<file path="config.mk">
export PLATFORM = sky130hd
export DESIGN_NAME = wb_burst_master_flat
export DESIGN_NICKNAME = d
export VERILOG_FILES = /design/src/rtl/wb_burst_master_if.sv /design/src/rtl/wb_burst_master.sv /design/src/flat_wrapper.sv
export SDC_FILE = /design/constraint.sdc
export NUM_CORES = 1
export LEC_CHECK = 0
export CORE_MARGIN = 3
export CORE_UTILIZATION = 25
export DETAILED_ROUTE_END_ITERATION = 10
export SLEW_MARGIN = 10
export SYNTH_ARGS = -nofsm -noshare
export SYNTH_HDL_FRONTEND = slang
export SYNTH_SLANG_ARGS = --single-unit
</file>
<file path="constraint.sdc">
create_clock -name wb_clk_i -period 1.9 [get_ports wb_clk_i]
set_clock_uncertainty 0.1 [all_clocks]
set_input_delay 0.38 -clock wb_clk_i [delete_from_list [all_inputs] [get_ports wb_clk_i]]
set_output_delay 0.38 -clock wb_clk_i [all_outputs]
set_load 0.02 [all_outputs]
</file>
<file path="src/rtl/wb_burst_master_if.sv">
// Command, data-stream, response and Wishbone master signals
// of wb_burst_master, with master (DUT) and slave (environment) views.
interface wb_burst_master_if #(
  parameter int aw               = 32,
  parameter int dw               = 32,
  parameter int MAX_BURST_LENGTH = 32
);
  localparam int lw = $clog2(MAX_BURST_LENGTH) + 1;
  localparam int sw = dw / 8;

  logic          cmd_valid_i;
  logic          cmd_ready_o;
  logic          cmd_we_i;
  logic [aw-1:0] cmd_adr_i;
  logic [sw-1:0] cmd_sel_i;
  logic [lw-1:0] cmd_len_i;
  logic [1:0]    cmd_mode_i;
  logic [1:0]    cmd_bte_i;

  logic [dw-1:0] wdat_i;
  logic          wdat_valid_i;
  logic          wdat_ready_o;
  logic [dw-1:0] rdat_o;
  logic          rdat_valid_o;

  logic          rsp_valid_o;
  logic          rsp_err_o;
  logic          rsp_rty_o;
  logic [lw-1:0] rsp_beats_o;

  logic [aw-1:0] wb_adr_o;
  logic [dw-1:0] wb_dat_o;
  logic [sw-1:0] wb_sel_o;
  logic          wb_we_o;
  logic          wb_cyc_o;
  logic          wb_stb_o;
  logic [2:0]    wb_cti_o;
  logic [1:0]    wb_bte_o;
  logic [dw-1:0] wb_dat_i;
  logic          wb_ack_i;
  logic          wb_err_i;
  logic          wb_rty_i;

  modport master (
    input  cmd_valid_i, cmd_we_i, cmd_adr_i, cmd_sel_i,
    input  cmd_len_i, cmd_mode_i, cmd_bte_i,
    output cmd_ready_o,
    input  wdat_i, wdat_valid_i,
    output wdat_ready_o, rdat_o, rdat_valid_o,
    output rsp_valid_o, rsp_err_o, rsp_rty_o, rsp_beats_o,
    output wb_adr_o, wb_dat_o, wb_sel_o, wb_we_o,
    output wb_cyc_o, wb_stb_o, wb_cti_o, wb_bte_o,
    input  wb_dat_i, wb_ack_i, wb_err_i, wb_rty_i
  );

  modport slave (
    output cmd_valid_i, cmd_we_i, cmd_adr_i, cmd_sel_i,
    output cmd_len_i, cmd_mode_i, cmd_bte_i,
    input  cmd_ready_o,
    output wdat_i, wdat_valid_i,
    input  wdat_ready_o, rdat_o, rdat_valid_o,
    input  rsp_valid_o, rsp_err_o, rsp_rty_o, rsp_beats_o,
    input  wb_adr_o, wb_dat_o, wb_sel_o, wb_we_o,
    input  wb_cyc_o, wb_stb_o, wb_cti_o, wb_bte_o,
    output wb_dat_i, wb_ack_i, wb_err_i, wb_rty_i
  );
endinterface

</file>
<file path="src/rtl/wb_burst_master.sv">
// Wishbone B3 registered-feedback burst master (classic/const/incr).
// Define WB_BURST_MASTER_TIMEOUT_EN to add a stalled-strobe watchdog.
module wb_burst_master #(
  parameter int aw               = 32,
  parameter int dw               = 32,
  parameter int MAX_BURST_LENGTH = 32,
  parameter int MAX_RETRY        = 3,
  parameter int TIMEOUT_CYCLES   = 1024
) (
  input logic               wb_clk_i,
  input logic               wb_rst_ni,
  wb_burst_master_if.master bus
);
  localparam int lw = $clog2(MAX_BURST_LENGTH) + 1;
  localparam int sw = dw / 8;
  localparam int rw = (MAX_RETRY > 0) ? $clog2(MAX_RETRY + 1) : 1;
  localparam logic [aw-1:0] step = aw'(sw);

  typedef enum logic [1:0] {IDLE, RUN, BACKOFF, RESP} state_t;
  state_t state_q, state_d;

  logic          alive_q;
  logic          we_q;
  logic [aw-1:0] adr_q;
  logic [sw-1:0] sel_q;
  logic [1:0]    mode_q;
  logic [1:0]    bte_q;
  logic [lw-1:0] rem_q;
  logic [lw-1:0] acked_q;
  logic [rw-1:0] retry_q;
  logic          err_q;
  logic          rty_q;
  logic          gap_q;
  logic [dw-1:0] rdat_q;
  logic          rdat_valid_q;

  logic          accept;
  logic          len_ok;
  logic          stb;
  logic          ack;
  logic          err;
  logic          rty;
  logic          last;
  logic          tmo;
  logic [2:0]    cti;
  logic [aw-1:0] wmask;
  logic [aw-1:0] adr_inc;
  logic [aw-1:0] adr_nxt;

  assign accept = (state_q == IDLE) & alive_q & bus.cmd_valid_i;
  assign len_ok = (bus.cmd_len_i != '0) &&
                  (bus.cmd_len_i <= lw'(MAX_BURST_LENGTH));

  // classic cycles idle the strobe for one clock after each ack
  assign stb  = (state_q == RUN) & ~gap_q &
                (~we_q | bus.wdat_valid_i);
  assign err  = stb & bus.wb_err_i;
  assign rty  = stb & bus.wb_rty_i & ~bus.wb_err_i;
  assign ack  = stb & bus.wb_ack_i & ~bus.wb_err_i & ~bus.wb_rty_i;
  assign last = (rem_q == lw'(1));

  always_comb begin
    wmask = '0;
    unique case (bte_q)
      2'd1:    wmask = aw'(4 * sw - 1);
      2'd2:    wmask = aw'(8 * sw - 1);
      2'd3:    wmask = aw'(16 * sw - 1);
      default: wmask = '0;
    endcase
  end

  assign adr_inc = adr_q + step;

  always_comb begin
    adr_nxt = adr_inc;
    unique case (1'b1)
      mode_q == 2'd1:
        adr_nxt = adr_q;
      mode_q == 2'd2 && bte_q != 2'd0:
        adr_nxt = (adr_q & ~wmask) | (adr_inc & wmask);
      default:
        adr_nxt = adr_inc;
    endcase
  end

  always_comb begin
    cti = 3'b000;
    unique case (1'b1)
      mode_q == 2'd1: cti = last ? 3'b111 : 3'b001;
      mode_q == 2'd2: cti = last ? 3'b111 : 3'b010;
      default:        cti = 3'b000;
    endcase
  end

`ifdef WB_BURST_MASTER_TIMEOUT_EN
  localparam int tw = $clog2(TIMEOUT_CYCLES + 1);
  logic [tw-1:0] wd_q;
  logic          stall;

  assign stall = stb & ~bus.wb_ack_i & ~bus.wb_err_i & ~bus.wb_rty_i;
  assign tmo   = stall & (wd_q == tw'(TIMEOUT_CYCLES - 1));

  always_ff @(posedge wb_clk_i or negedge wb_rst_ni) begin
    if (!wb_rst_ni) begin
      wd_q <= '0;
    end else if (state_q != RUN || tmo || (stb && !stall)) begin
      wd_q <= '0;
    end else if (stall) begin
      wd_q <= wd_q + 1'b1;
    end
  end
`else
  // no watchdog: a silent slave stalls the master indefinitely
  assign tmo = (TIMEOUT_CYCLES < 0);
`endif

  always_ff @(posedge wb_clk_i or negedge wb_rst_ni) begin
    if (!wb_rst_ni) state_q <= IDLE;
    else            state_q <= state_d;
  end

  always_comb begin
    state_d = state_q;
    unique case (state_q)
      IDLE:
        if (accept) state_d = len_ok ? RUN : RESP;
      RUN:
        if (err || tmo)       state_d = RESP;
        else if (rty)         state_d = (retry_q != '0) ? BACKOFF : RESP;
        else if (ack && last) state_d = RESP;
      BACKOFF: state_d = RUN;
      RESP:    state_d = IDLE;
      default: state_d = IDLE;
    endcase
  end

  always_ff @(posedge wb_clk_i or negedge wb_rst_ni) begin
    if (!wb_rst_ni) begin
      alive_q      <= 1'b0;
      we_q         <= 1'b0;
      adr_q        <= '0;
      sel_q        <= '0;
      mode_q       <= '0;
      bte_q        <= '0;
      rem_q        <= '0;
      acked_q      <= '0;
      retry_q      <= '0;
      err_q        <= 1'b0;
      rty_q        <= 1'b0;
      gap_q        <= 1'b0;
      rdat_q       <= '0;
      rdat_valid_q <= 1'b0;
    end else begin
      alive_q      <= 1'b1;
      gap_q        <= 1'b0;
      rdat_valid_q <= 1'b0;
      unique case (state_q)
        IDLE: if (accept) begin
          we_q    <= bus.cmd_we_i;
          adr_q   <= bus.cmd_adr_i;
          sel_q   <= bus.cmd_sel_i;
          mode_q  <= bus.cmd_mode_i;
          bte_q   <= bus.cmd_bte_i;
          rem_q   <= bus.cmd_len_i;
          acked_q <= '0;
          retry_q <= rw'(MAX_RETRY);
          err_q   <= ~len_ok;
          rty_q   <= 1'b0;
        end
        RUN: begin
          if (err || tmo) begin
            err_q <= 1'b1;
          end else if (rty) begin
            if (retry_q != '0) retry_q <= retry_q - 1'b1;
            else               rty_q   <= 1'b1;
          end else if (ack) begin
            rem_q   <= rem_q - 1'b1;
            acked_q <= acked_q + 1'b1;
            adr_q   <= adr_nxt;
            gap_q   <= (mode_q == 2'd0) & ~last;
            if (!we_q) begin
              rdat_q       <= bus.wb_dat_i;
              rdat_valid_q <= 1'b1;
            end
          end
        end
        default: ;
      endcase
    end
  end

  assign bus.rdat_o       = rdat_q;
  assign bus.rdat_valid_o = rdat_valid_q;

  always_comb begin
    bus.cmd_ready_o  = 1'b0;
    bus.wb_cyc_o     = 1'b0;
    bus.wb_stb_o     = 1'b0;
    bus.wb_we_o      = 1'b0;
    bus.wb_adr_o     = '0;
    bus.wb_sel_o     = '0;
    bus.wb_cti_o     = 3'b000;
    bus.wb_bte_o     = 2'b00;
    bus.wb_dat_o     = '0;
    bus.wdat_ready_o = 1'b0;
    bus.rsp_valid_o  = 1'b0;
    bus.rsp_err_o    = 1'b0;
    bus.rsp_rty_o    = 1'b0;
    bus.rsp_beats_o  = '0;
    unique case (state_q)
      IDLE: bus.cmd_ready_o = alive_q;
      RUN: begin
        bus.wb_cyc_o     = 1'b1;
        bus.wb_stb_o     = stb;
        bus.wb_we_o      = we_q;
        bus.wb_adr_o     = adr_q;
        bus.wb_sel_o     = sel_q;
        bus.wb_cti_o     = cti;
        bus.wb_bte_o     = (mode_q == 2'd2) ? bte_q : 2'b00;
        bus.wb_dat_o     = we_q ? bus.wdat_i : '0;
        bus.wdat_ready_o = ack & we_q;
      end
      RESP: begin
        bus.rsp_valid_o = 1'b1;
        bus.rsp_err_o   = err_q;
        bus.rsp_rty_o   = rty_q;
        bus.rsp_beats_o = acked_q;
      end
      default: ;
    endcase
  end
endmodule

</file>
<file path="src/flat_wrapper.sv">
// flat-port wrapper written by rule: the top's interface ports become plain ports
module wb_burst_master_flat 
#(
  parameter int aw               = 32,
  parameter int dw               = 32,
  parameter int MAX_BURST_LENGTH = 32,
  parameter int MAX_RETRY        = 3,
  parameter int TIMEOUT_CYCLES   = 1024
)
  (wb_clk_i, wb_rst_ni, bus_cmd_valid_i, bus_cmd_we_i, bus_cmd_adr_i, bus_cmd_sel_i, bus_cmd_len_i, bus_cmd_mode_i, bus_cmd_bte_i, bus_cmd_ready_o, bus_wdat_i, bus_wdat_valid_i, bus_wdat_ready_o, bus_rdat_o, bus_rdat_valid_o, bus_rsp_valid_o, bus_rsp_err_o, bus_rsp_rty_o, bus_rsp_beats_o, bus_wb_adr_o, bus_wb_dat_o, bus_wb_sel_o, bus_wb_we_o, bus_wb_cyc_o, bus_wb_stb_o, bus_wb_cti_o, bus_wb_bte_o, bus_wb_dat_i, bus_wb_ack_i, bus_wb_err_i, bus_wb_rty_i);
  wb_burst_master_if #(.aw(aw), .dw(dw), .MAX_BURST_LENGTH(MAX_BURST_LENGTH)) bus_i ();
  input logic wb_clk_i;
  input logic wb_rst_ni;
  input wire logic [$bits(bus_i.cmd_valid_i)-1:0] bus_cmd_valid_i;
  input wire logic [$bits(bus_i.cmd_we_i)-1:0] bus_cmd_we_i;
  input wire logic [$bits(bus_i.cmd_adr_i)-1:0] bus_cmd_adr_i;
  input wire logic [$bits(bus_i.cmd_sel_i)-1:0] bus_cmd_sel_i;
  input wire logic [$bits(bus_i.cmd_len_i)-1:0] bus_cmd_len_i;
  input wire logic [$bits(bus_i.cmd_mode_i)-1:0] bus_cmd_mode_i;
  input wire logic [$bits(bus_i.cmd_bte_i)-1:0] bus_cmd_bte_i;
  output wire logic [$bits(bus_i.cmd_ready_o)-1:0] bus_cmd_ready_o;
  input wire logic [$bits(bus_i.wdat_i)-1:0] bus_wdat_i;
  input wire logic [$bits(bus_i.wdat_valid_i)-1:0] bus_wdat_valid_i;
  output wire logic [$bits(bus_i.wdat_ready_o)-1:0] bus_wdat_ready_o;
  output wire logic [$bits(bus_i.rdat_o)-1:0] bus_rdat_o;
  output wire logic [$bits(bus_i.rdat_valid_o)-1:0] bus_rdat_valid_o;
  output wire logic [$bits(bus_i.rsp_valid_o)-1:0] bus_rsp_valid_o;
  output wire logic [$bits(bus_i.rsp_err_o)-1:0] bus_rsp_err_o;
  output wire logic [$bits(bus_i.rsp_rty_o)-1:0] bus_rsp_rty_o;
  output wire logic [$bits(bus_i.rsp_beats_o)-1:0] bus_rsp_beats_o;
  output wire logic [$bits(bus_i.wb_adr_o)-1:0] bus_wb_adr_o;
  output wire logic [$bits(bus_i.wb_dat_o)-1:0] bus_wb_dat_o;
  output wire logic [$bits(bus_i.wb_sel_o)-1:0] bus_wb_sel_o;
  output wire logic [$bits(bus_i.wb_we_o)-1:0] bus_wb_we_o;
  output wire logic [$bits(bus_i.wb_cyc_o)-1:0] bus_wb_cyc_o;
  output wire logic [$bits(bus_i.wb_stb_o)-1:0] bus_wb_stb_o;
  output wire logic [$bits(bus_i.wb_cti_o)-1:0] bus_wb_cti_o;
  output wire logic [$bits(bus_i.wb_bte_o)-1:0] bus_wb_bte_o;
  input wire logic [$bits(bus_i.wb_dat_i)-1:0] bus_wb_dat_i;
  input wire logic [$bits(bus_i.wb_ack_i)-1:0] bus_wb_ack_i;
  input wire logic [$bits(bus_i.wb_err_i)-1:0] bus_wb_err_i;
  input wire logic [$bits(bus_i.wb_rty_i)-1:0] bus_wb_rty_i;
  assign bus_i.cmd_valid_i = bus_cmd_valid_i;
  assign bus_i.cmd_we_i = bus_cmd_we_i;
  assign bus_i.cmd_adr_i = bus_cmd_adr_i;
  assign bus_i.cmd_sel_i = bus_cmd_sel_i;
  assign bus_i.cmd_len_i = bus_cmd_len_i;
  assign bus_i.cmd_mode_i = bus_cmd_mode_i;
  assign bus_i.cmd_bte_i = bus_cmd_bte_i;
  assign bus_cmd_ready_o = bus_i.cmd_ready_o;
  assign bus_i.wdat_i = bus_wdat_i;
  assign bus_i.wdat_valid_i = bus_wdat_valid_i;
  assign bus_wdat_ready_o = bus_i.wdat_ready_o;
  assign bus_rdat_o = bus_i.rdat_o;
  assign bus_rdat_valid_o = bus_i.rdat_valid_o;
  assign bus_rsp_valid_o = bus_i.rsp_valid_o;
  assign bus_rsp_err_o = bus_i.rsp_err_o;
  assign bus_rsp_rty_o = bus_i.rsp_rty_o;
  assign bus_rsp_beats_o = bus_i.rsp_beats_o;
  assign bus_wb_adr_o = bus_i.wb_adr_o;
  assign bus_wb_dat_o = bus_i.wb_dat_o;
  assign bus_wb_sel_o = bus_i.wb_sel_o;
  assign bus_wb_we_o = bus_i.wb_we_o;
  assign bus_wb_cyc_o = bus_i.wb_cyc_o;
  assign bus_wb_stb_o = bus_i.wb_stb_o;
  assign bus_wb_cti_o = bus_i.wb_cti_o;
  assign bus_wb_bte_o = bus_i.wb_bte_o;
  assign bus_i.wb_dat_i = bus_wb_dat_i;
  assign bus_i.wb_ack_i = bus_wb_ack_i;
  assign bus_i.wb_err_i = bus_wb_err_i;
  assign bus_i.wb_rty_i = bus_wb_rty_i;
  wb_burst_master #(.aw(aw), .dw(dw), .MAX_BURST_LENGTH(MAX_BURST_LENGTH), .MAX_RETRY(MAX_RETRY), .TIMEOUT_CYCLES(TIMEOUT_CYCLES)) u_core (.wb_clk_i(wb_clk_i), .wb_rst_ni(wb_rst_ni), .bus(bus_i));
endmodule
</file>
After elaboration in Yosys (flattened, before gate mapping)
Cells that the tools add are included.
- add/subtract/negate cells: 4
- magnitude comparators: 1
- eq/ne operators: 19
- multiplexer cells: 65
- bitwise operators: 25
- reduce and logical (&&, ||, !) cells: 17
- operator list (operator ; number):
    $mux W32 ; 7
    $pmux W32 S2 ; 2
    $mux W6 ; 9
    $add A32 B3 Y32 const B ; 1
    $and A32 B32 Y32 ; 1
    $and A32 B6 Y32 ; 1
    $not A6 Y32 ; 1
    $or A32 B32 Y32 ; 1
    $mux W1 ; 24
    $pmux W6 S2 ; 2
    $mux W2 ; 11
    $reduce_and A5 Y1 ; 4
    $pmux W6 S3 ; 1
    $and A1 B1 Y1 ; 12
    $eq A2 B2 Y1 const B ; 5
    $ne A2 B2 Y1 const B ; 5
    $mux W3 ; 3
    $ne A2 B1 Y1 const B ; 4
    $not A1 Y1 ; 8
    $pmux W2 S4 ; 1
    $add A6 B1 Y6 const B ; 1
    $eq A2 B1 Y1 const B ; 3
    $eq A6 B1 Y1 const B ; 1
    $le A6 B6 Y1 const B ; 1
    15 further kinds ; 22
- flip-flop bits (word level): 94
- logic and storage cells: 146

Depth between registers and ports, before layout
Gate-level depths: netlist of the first run.
- depth in word-level cells: 11
- depth in mapped cells: 8
- depth with buffers taken out: 7

Least setup slack after synthesis of the first run
No wires, ideal clock.
- path type: reg2out
- start: reg u_core.state_q[1]
- end: out bus_wb_cti_o[2]
- data arrival time: 1.872 ns
- setup slack: -0.452 ns
- cell stages (with the launch flop): 7
- path buffers: 2
- cell sequence: dfrtp_1 > nand2b_1 > inv_1 > buf_2 > clkbuf_1 > nand2_1 > nor3_1
- cells in the longest elaborated chain, start to end: 2
- ends and longest elaborated chain (element ; line ; source):
    from (decl) ; wb_burst_master.sv:20 ; state_t state_q, state_d;
    from (signal assigned) ; wb_burst_master.sv:119 ; else state_q <= state_d;
    $eq A2 B1 Y1 ; wb_burst_master.sv:210 ; unique case (state_q)
    $mux W3 ; wb_burst_master.sv:210 ;
    to (decl) ; flat_wrapper.sv:37 ; output wire logic [$bits(bus_i.wb_cti_o)-1:0] bus_wb_cti_o;
No other way between the ends.

Worst setup path in the final report of the first run
- start: reg u_core.state_q[1]
- end: out bus_wb_dat_o[31]
- cells in the longest elaborated chain, start to end: 2
- ends and longest elaborated chain (element ; line ; source):
    $eq A2 B1 Y1 ; wb_burst_master.sv:210 ;
    $mux W32 ; wb_burst_master.sv:210 ;
    to (decl) ; flat_wrapper.sv:32 ; output wire logic [$bits(bus_i.wb_dat_o)-1:0] bus_wb_dat_o;
No other way between the ends.

==> tab_implementation.tex, run 1 <==
\begin{tabular}{lr}
\hline
Metric & Value \\
\hline
\multicolumn{2}{l}{\textbf{Power and ir drop}} \\
\quad Cell leakage power & approximately 4.9 nW \\
\quad Areal power density over the cells & between 1500 and 2000 nW/um2 \\
\quad Peak supply drop & 0.000601 V \\
\multicolumn{2}{l}{\textbf{Timing}} \\
\quad Number of max-slew violations in the final report & 0 \\
\quad Hold Worst Slack & 0.392 ns \\
\quad Final setup viols & 134 \\
\quad Total Negative Setup Slacks & -15.84 ns \\
\quad Unrepaired setup endpoints after global routing & yes \\
\quad Transition time at the pin with the least slew margin & between 0.5 and 0.6 ns \\
\quad Final Worst Setup Slack & -0.245 ns \\
\quad Post-route minimum period & approximately 2.1 ns \\
\quad Highest attainable clock frequency & roughly 470 MHz \\
\quad Count of endpoints failing hold in the final timing report & 0 \\
\quad Period utilisation layout & 113\% \\
\quad Max-slew headroom & around two thirds \\
\multicolumn{2}{l}{\textbf{Cells and area}} \\
\quad Area growth from synthesis to layout & 106\% \\
\quad Leading cell type in the layout, fill and taps excluded & clkdlybuf4s50\_1 \\
\quad Final cell count without fillers & 1230 \\
\quad Antenna fix cells & 0 \\
\quad Most frequent cells in the layout & clkdlybuf4s50\_1, buf\_6, buf\_4, dfrtp\_1, and3\_1 \\
\quad Nets@finish & 1076 \\
\quad Final Instance Area & 11100 um2 \\
\quad Share of final-layout standard cells stronger than drive strength 1 & about half \\
\multicolumn{2}{l}{\textbf{Detailed routing}} \\
\quad DRT met1 WL & between 9000 and 10000 um \\
\quad Detailed-routed wire length on met3 & just over 1000 um \\
\quad Total wire length after detailed routing & 21900 um \\
\quad Detailed-route via count & 5967 \\
\quad Wire length on met2 & approximately 11000 um \\
\quad DR DRC count & 0 \\
\quad Top metal layer carrying routed signals & met5 \\
\quad Remaining antenna violation count & 0 \\
\quad Via density & between 4 and 5 \\
\quad Wire length per cell & around 18 um \\
\quad Initial DRT Pass Iterations & 4 \\
\quad Violation count after the first detailed-route iteration & roughly 240 \\
\multicolumn{2}{l}{\textbf{Placed design}} \\
\quad Placed standard-cell area & between 8000 and 9000 um2 \\
\quad Post-placement worst setup slack & -0.821 ns \\
\quad Number of buffers added on ports & roughly 240 \\
\quad Global placement routability congestion & 0.804 \\
\quad Number of placed instances with taps included & about 1100 \\
\quad Detailed placement HPWL & between 10000 and 15000 um \\
\multicolumn{2}{l}{\textbf{Logic synthesis}} \\
\quad Synth Warn \# & 0 \\
\quad Sequential element share of the synthesized area & 43.7\% \\
\quad Post-synth cell types & 66 \\
\quad Cells taking the most area after synthesis & dfrtp\_1, mux2\_2, and3\_1, and2\_1, o21ai\_0 \\
\quad Count of flip-flops with a built-in enable after synthesis & 0 \\
\quad Top cell type's share of synthesized area & a little over two fifths \\
\quad Net count after synthesis & 695 \\
\quad Share of synthesized registers carrying an async set or reset & between 90\% and 100\% \\
\quad Number of standard cells after synthesis & around 570 \\
\quad Number of register bits inferred by synthesis & 94 \\
\quad Mapped Area & about 5400 um2 \\
\quad Per-instance average area after synthesis & $\sim$9.5 um2 \\
\quad Top FF cell, synth & dfrtp\_1 \\
\quad Cell taking the most area after synthesis & dfrtp\_1 \\
\multicolumn{2}{l}{\textbf{Clocking}} \\
\quad Root Buffer Master & clkbuf\_16 \\
\quad Maximum count of clock buffers along a single path & 2 \\
\quad CTS sink count & 94 \\
\quad Worst-Skew Late Latency & $\sim$0.36 ns \\
\quad CTS tree & done \\
\quad Clock-pin transition on the worst setup and hold timing paths & about 0.070 ns \\
\quad Total clock buffers created by CTS & 9 \\
\quad H-tree depth & 3 \\
\multicolumn{2}{l}{\textbf{Worst setup path}} \\
\quad Kind of cell with the highest combined delay on the critical path & buffers and inverters \\
\quad Sequence of cells on the critical path & nand2b\_4 > inv\_8 > buf\_12 > buf\_12 > clkbuf\_16 > and3\_4 > buf\_6 \\
\quad Worst reg2reg path depth & 8 \\
\quad CP Data Required Time & 1.42 ns \\
\quad Endpoint kind of the worst setup timing path & output pin \\
\quad Arrival time worst endpoint & roughly 1.7 ns \\
\quad Critical Path Source Type & register \\
\quad Biggest fanout along the worst timing path & 5 \\
\quad FF-to-FF Start & u\_core.state\_q[1]\$\_DFFE\_PN0P\_ \\
\quad Classification of the worst setup path & reg2out \\
\quad Internal reg-to-reg setup slack & -0.11 ns \\
\quad CP dominant cell by count & buf\_12 \\
\quad Crit path largest cell delay & about 0.38 ns \\
\quad Worst r2r dst & u\_core.bus.rdat\_o[7]\$\_DFFE\_PN0P\_ \\
\quad Critical-path cell with the highest stage delay & dfrtp\_1 \\
\quad Bufs and invs on worst path & 5 \\
\multicolumn{2}{l}{\textbf{Hold path}} \\
\quad Number of cells on the worst hold path & 4 \\
\quad Type of the tightest min-delay check & in2reg \\
\quad Startpoint of the worst hold path & bus\_wb\_rty\_i \\
\quad Endpoint of the worst hold path & u\_core.state\_q[1]\$\_DFFE\_PN0P\_ \\
\multicolumn{2}{l}{\textbf{Floorplanning}} \\
\quad Top Ports & roughly 240 \\
\quad Floorplan core area & around 21000 um2 \\
\quad Die X-Extent & 153 um \\
\quad Placement row count & 53 \\
\quad Initial standard-cell utilization of the core & 25.5\% \\
\quad Floorplan die area & 23300 um2 \\
\quad Die Span Y & 153 um \\
\multicolumn{2}{l}{\textbf{Global routing}} \\
\quad Global-route usage over all layers & between 15 and 20\% \\
\quad Vias in the first global route & around 6000 \\
\quad Pin count of the biggest net entering global routing & 37 \\
\quad GR Overflow Total & 0 \\
\quad Antenna violations before repair & 1 \\
\quad Wire length of the first global-routing pass & between 30000 and 40000 um \\
\multicolumn{2}{l}{\textbf{Outcome}} \\
\quad Violations in the final reports & negative setup slack \\
\quad Run status & finished, violations left \\
\multicolumn{2}{l}{\textbf{Flow run}} \\
\quad Count of max-cap constraint violations & 0 \\
\hline
\end{tabular}
## sequential cells by signal (all words and copies together), names as in the netlist, named ones only
name / count
u_core.gap_q: 1
u_core.rem_q: 6
u_core.alive_q: 1
u_core.sel_q: 4
u_core.adr_q: 30
u_core.rty_q: 1
u_core.state_q: 2
u_core.retry_q: 2
u_core.mode_q: 2
u_core.bus.rdat_valid_o: 1
u_core.acked_q: 6
u_core.bte_q: 2
u_core.err_q: 1
u_core.we_q: 1
u_core.bus.rdat_o: 32
## stage by stage
step	utilization [%]	total power, mW
CTS	49.2	17.5
floorplan	-	8.10
global route	52.5	20.0
global placement	41.7	12.3
finish	52.5	18.9
detailed placement	41.7	12.4
## cells by family (layout without fill, tap and decap cells)
| logic type | count (synthesis) | in the layout | synth area share [%] |
|---|---|---|---|
| buffers and inverters | 53 | 439 | 4.21 |
| other | 1 | 1 | 0.0697 |
| adder cells (fa/ha/maj) | 8 | 8 | 1.86 |
| flip-flops | 94 | 94 | 43.7 |
| AO/OA/AOI/OAI | 134 | 134 | 16.6 |
| XOR/XNOR | 5 | 5 | 0.814 |
| AND/OR/NAND/NOR | 232 | 232 | 23.9 |
| multiplexers | 42 | 42 | 8.77 |
## routing by layer
layer,vias to the layer above,GRT usage [%]
met4,2,2.72
met5,-,0
li1,2843,-
met3,20,3.95
met1,2936,22.5
met2,166,30.3
## worst max path at each step
| stage | startpoint | endpoint | slack (ns) | depth (start not counted) |
|---|---|---|---|---|
| final | u_core.state_q[1]$_DFFE_PN0P_ | bus_wb_dat_o[31] | -0.25 | 7 |
| after global routing | u_core.state_q[1]$_DFFE_PN0P_ | bus_wb_dat_o[31] | -0.32 | 7 |
| after CTS | u_core.we_q$_DFFE_PN0P_ | bus_wdat_ready_o | -0.31 | 5 |
| after detailed placement | bus_wdat_valid_i | bus_wdat_ready_o | -0.82 | 6 |
| after global placement | bus_wdat_valid_i | bus_wdat_ready_o | -0.80 | 6 |
| after floorplan | bus_wb_rty_i | u_core.adr_q[9]$_DFFE_PN0P_ | -0.02 | 6 |
## final cells by class
class | count | area, um2
Fill cell | 1927 | 10000
Timing Repair Buffer | 409 | 4340
Multi-Input combinational cell | 422 | 3640
Sequential cell | 94 | 2350
Tap cell | 275 | 344
Clock buffer | 10 | 239
Clock inverter | 6 | 90.1
Inverter | 14 | 60.1
## Yosys cell counts, types with 3 or more instances
cell type and count:
a22oi_1 11, o22ai_1 7, ha_1 8, dfrtp_1 94, nand4_1 5, nor4_1 5, a41oi_1 4, o21ai_0 36
nand3_1 16, o22a_1 3, xor2_1 4, a41o_1 3, nand2_1 34, a21oi_1 29, buf_2 13, nor3b_1 4
a2bb2oi_1 5, nor2_1 43, nor3_1 13, a21o_1 3, a31oi_1 6, and3_1 51, mux2_2 40, a32oi_1 3
o31a_1 3, o21ai_1 4, inv_1 14, and2_1 38, clkbuf_1 24, a211oi_1 3
## report_power, final
group | internal, mW | total, mW | switching, mW
sequential | 2.91 | 3.74 | 0.830
combinational | 7.27 | 13.1 | 5.87
clock | 1.20 | 2.07 | 0.869
## worst register-to-register path, cell delays in order, from the launching register on
cell	delay (ns)
dfrtp_1	0.38
nand2b_4	0.19
buf_6	0.15
buf_6	0.12
nor4_4	0.21
buf_6	0.17
buf_6	0.14
buf_8	0.14
mux2_4	0.31
## repair_timing
item,in CTS,in global routing
hold endpoints to repair,31,0
gates cloned,11,6
pin swaps,32,39
hold buffers,1,0
setup endpoints to repair,158,162
setup buffers,40,33
resized for setup,645,133
Note: power is estimated with default switching activity, not from simulation.
==> run 2: changes to the inputs <==
- CAP_MARGIN: not set -> 20
==> results of run 2 <==
Final layout, timing and power as in run 1 (identical DEF).
==> run 3: changes to the inputs <==
- CTS_CLUSTER_SIZE: not set -> 25
- RECOVER_POWER: not set -> 50
- clock period: 1.9 -> 2.5 ns (I/O delays scaled with it)
==> run 3 against run 2 <==
The flow now finishes without violations; die area did not move; count of clock-buffer cells in the layout up 1; combinational power down 55%; register-to-register slack improved by 0.47 ns; worst hold slack worse by 0.20 ns; largest cell class is now multi-input combinational cells; critical path depth fell by 1.
==> tab_implementation.tex, run 3 (same netlist as run 1, synthesis figures left out) <==
\begin{tabular}{lr}
\hline
Metric & Value \\
\hline
\multicolumn{2}{l}{\textbf{Outcome}} \\
\quad Run status & finished clean (was finished, violations left) \\
\multicolumn{2}{l}{\textbf{Detailed routing}} \\
\quad Wire length per cell & 16.4 um (was 17.8 um) \\
\quad Initial DRT Pass Iterations & 4 (unchanged) \\
\quad Violation count after the first detailed-route iteration & 301 (was 242) \\
\quad Via density & 4.79 (was 4.85) \\
\quad Remaining antenna violation count & 0 (unchanged) \\
\quad Detailed-route via count & 5296 (was 5967) \\
\quad DR DRC count & 0 (unchanged) \\
\quad Total wire length after detailed routing & 18200 um (was 21900 um) \\
\multicolumn{2}{l}{\textbf{Global routing}} \\
\quad GR Overflow Total & 0 (unchanged) \\
\quad Vias in the first global route & 5331 (was 5897) \\
\quad Antenna violations before repair & 2 (was 1) \\
\quad Wire length of the first global-routing pass & 29400 um (was 32900 um) \\
\quad Global-route usage over all layers & 15.3\% (was 17.4\%) \\
\quad Pin count of the biggest net entering global routing & 40 (was 37) \\
\multicolumn{2}{l}{\textbf{Worst setup path}} \\
\quad CP Data Required Time & 1.90 ns (was 1.42 ns) \\
\quad Internal reg-to-reg setup slack & 0.36 ns (was -0.11 ns) \\
\quad Kind of cell with the highest combined delay on the critical path & simple AND/OR/NAND/NOR gates (was buffers and inverters) \\
\quad Endpoint kind of the worst setup timing path & output pin (unchanged) \\
\quad Biggest fanout along the worst timing path & 2 (was 5) \\
\quad Worst reg2reg path depth & 8 (unchanged) \\
\quad Bufs and invs on worst path & 2 (was 5) \\
\quad Sequence of cells on the critical path & clkdlybuf4s50\_1 > and2b\_1 > or2\_2 > nor3\_2 > and2\_1 > buf\_4 (was nand2b\_4 > inv\_8 > buf\_12 > buf\_12 > clkbuf\_16 > and3\_4 > buf\_6) \\
\quad Classification of the worst setup path & in2out (was reg2out) \\
\quad Critical Path Source Type & primary input (was register) \\
\quad Crit path largest cell delay & 0.45 ns (was 0.38 ns) \\
\quad FF-to-FF Start & u\_core.mode\_q[0]\$\_DFFE\_PN0P\_ (was u\_core.state\_q[1]\$\_DFFE\_PN0P\_) \\
\quad Arrival time worst endpoint & 1.83 ns (was 1.67 ns) \\
\quad Worst r2r dst & u\_core.adr\_q[30]\$\_DFFE\_PN0P\_ (was u\_core.bus.rdat\_o[7]\$\_DFFE\_PN0P\_) \\
\quad Critical-path cell with the highest stage delay & clkdlybuf4s50\_1 (was dfrtp\_1) \\
\multicolumn{2}{l}{\textbf{Placed design}} \\
\quad Global placement routability congestion & 0.799 (was 0.804) \\
\quad Detailed placement HPWL & 13500 um (was 14200 um) \\
\quad Post-placement worst setup slack & -0.490 ns (was -0.821 ns) \\
\quad Number of buffers added on ports & 237 (unchanged) \\
\quad Number of placed instances with taps included & 1088 (was 1135) \\
\multicolumn{2}{l}{\textbf{Power and ir drop}} \\
\quad Clock power share & 14.3\% (was 10.9\%) \\
\quad Areal power density over the cells & 1170 nW/um2 (was 1710 nW/um2) \\
\quad Sequential cell fraction of total power & 27.6\% (was 19.7\%) \\
\quad Gate power share & 58.1\% (was 69.3\%) \\
\quad Sum of internal, switching and leakage power & 10.1 mW (was 18.9 mW) \\
\quad Total internal power & 5.79 mW (was 11.4 mW) \\
\quad Cell leakage power & 3.95 nW (was 4.91 nW) \\
\quad Switching component of the power & 4.35 mW (was 7.57 mW) \\
\quad Switching power as a share of total power & 42.9\% (was 39.9\%) \\
\quad Peak supply drop & 0.000414 V (was 0.000601 V) \\
\multicolumn{2}{l}{\textbf{Timing}} \\
\quad Total Negative Setup Slacks & 0 ns (was -15.84 ns) \\
\quad Number of max-slew violations in the final report & 0 (unchanged) \\
\quad Period utilisation layout & 97.4\% \\
\quad Final Worst Setup Slack & 0.0661 ns (was -0.245 ns) \\
\quad Final setup viols & 0 (was 134) \\
\quad Max-slew headroom & 35.3\% (was 65.7\%) \\
\quad Post-route minimum period & between 2 and 2.5 ns \\
\quad Transition time at the pin with the least slew margin & 0.970 ns (was 0.514 ns) \\
\quad Highest attainable clock frequency & 411 MHz \\
\quad Count of endpoints failing hold in the final timing report & 0 (unchanged) \\
\multicolumn{2}{l}{\textbf{Cells and area}} \\
\quad Antenna fix cells & 0 (unchanged) \\
\quad Final cell count without fillers & 1106 (was 1230) \\
\quad Nets@finish & 952 (was 1076) \\
\quad Share of final-layout standard cells stronger than drive strength 1 & 15.6\% (was 48.8\%) \\
\quad Max reg flops & 32 (unchanged) \\
\quad Leading cell type in the layout, fill and taps excluded & clkdlybuf4s50\_1 (unchanged) \\
\quad Most frequent cells in the layout & clkdlybuf4s50\_1, dfrtp\_1, and3\_1, nor2\_1, dlygate4sd2\_1 (was clkdlybuf4s50\_1, buf\_6, buf\_4, dfrtp\_1, and3\_1) \\
\quad FILL cells & 2129 (was 1927) \\
\quad Area growth from synthesis to layout & 60.8\% (was 106\%) \\
\multicolumn{2}{l}{\textbf{Floorplanning}} \\
\quad Initial standard-cell utilization of the core & 25.5\% (unchanged) \\
\quad Die Span Y & 153 um (unchanged) \\
\quad Placement row count & 53 (unchanged) \\
\quad Die X-Extent & 153 um (unchanged) \\
\quad Floorplan core area & 21100 um2 (unchanged) \\
\quad Floorplan die area & 23300 um2 (unchanged) \\
\quad Top Ports & 238 (unchanged) \\
\multicolumn{2}{l}{\textbf{Clocking}} \\
\quad Root Buffer Master & clkbuf\_16 (unchanged) \\
\quad H-tree depth & 3 (unchanged) \\
\quad CTS tree & done (unchanged) \\
\quad CTS sink count & 94 (unchanged) \\
\quad Worst-Skew Late Latency & 0.35 ns (was 0.36 ns) \\
\quad Total clock buffers created by CTS & 9 (unchanged) \\
\quad Maximum count of clock buffers along a single path & 2 (unchanged) \\
\quad Quantity of hold-fixing buffers added after cts & 0 (was 1) \\
\quad Clock-pin transition on the worst setup and hold timing paths & 0.07 ns (about the same) \\
\quad Number of setup buffers added after CTS & 0 (was 40) \\
\multicolumn{2}{l}{\textbf{Flow run}} \\
\quad Count of max-cap constraint violations & 0 (unchanged) \\
\multicolumn{2}{l}{\textbf{Hold path}} \\
\quad Type of the tightest min-delay check & in2async (was in2reg) \\
\hline
\end{tabular}
-- run 3: how the worst max path moves through the flow --
stage / startpoint / endpoint / slack, ns / cells past startpoint
after detailed placement: bus_wdat_valid_i / bus_wdat_ready_o / -0.49 / 6
after global routing: bus_wb_rty_i / u_core.adr_q[30]$_DFFE_PN0P_ / -0.01 / 8
after floorplan: u_core.state_q[1]$_DFFE_PN0P_ / bus_wb_cti_o[2] / 0.03 / 6
after global placement: bus_wdat_valid_i / bus_wdat_ready_o / -0.50 / 6
final: bus_wdat_valid_i / bus_wdat_ready_o / 0.07 / 6
after CTS: u_core.state_q[1]$_DFFE_PN0P_ / bus_wb_bte_o[0] / 0.007 / 6
-- run 3: area by class of cell --
cell class              instances  area [um2]  area share [%]
clock buffers                  11         253            2.92
well taps                     275         344            3.98
repair buffers                285        2760            31.9
clock inverters                 5        56.3           0.651
multi-input cells             422        2830            32.7
flip-flops and latches         94        2350            27.2
inverters                      14        52.6           0.607
-- run 3: timing repair --
action | CTS | global route
resized for setup | 87 | 57
pin swaps | 0 | 3
endpoints found under the setup margin | 75 | 38
gates cloned | 0 | 2
-- run 3: power groups by stage --
stage	Combinational, mW	Sequential (mW)	Clock [mW]
2_1_floorplan	3.03	3.00	0
3_3_place_gp	5.95	2.79	0
3_5_place_dp	6.00	2.81	0
4_1_cts	5.75	2.79	1.52
5_1_grt	6.43	2.91	1.58
6_report	5.89	2.79	1.45
-- run 3: routing by layer --
layer / up-vias / wire length, um / GRT usage, %
met4: 4 / 87 / 2.33
met5: - / 27 / 0
met2: 146 / 8820 / 25.2
met3: 13 / 1100 / 4.86
met1: 2558 / 8130 / 20.2
li1: 2575 / - / -
-- run 3: metrics by stage --
step | hold slack (ns) | util (%) | area, um2
4_1_cts | 0.0297 | 40.7 | 8590
5_1_grt | 0.270 | 41.0 | 8650
6_report | 0.191 | 41.0 | 8650
3_5_place_dp | 0.388 | 39.6 | 8360
3_3_place_gp | 0.372 | 39.6 | 8360
2_1_floorplan | 0.104 | - | 5380
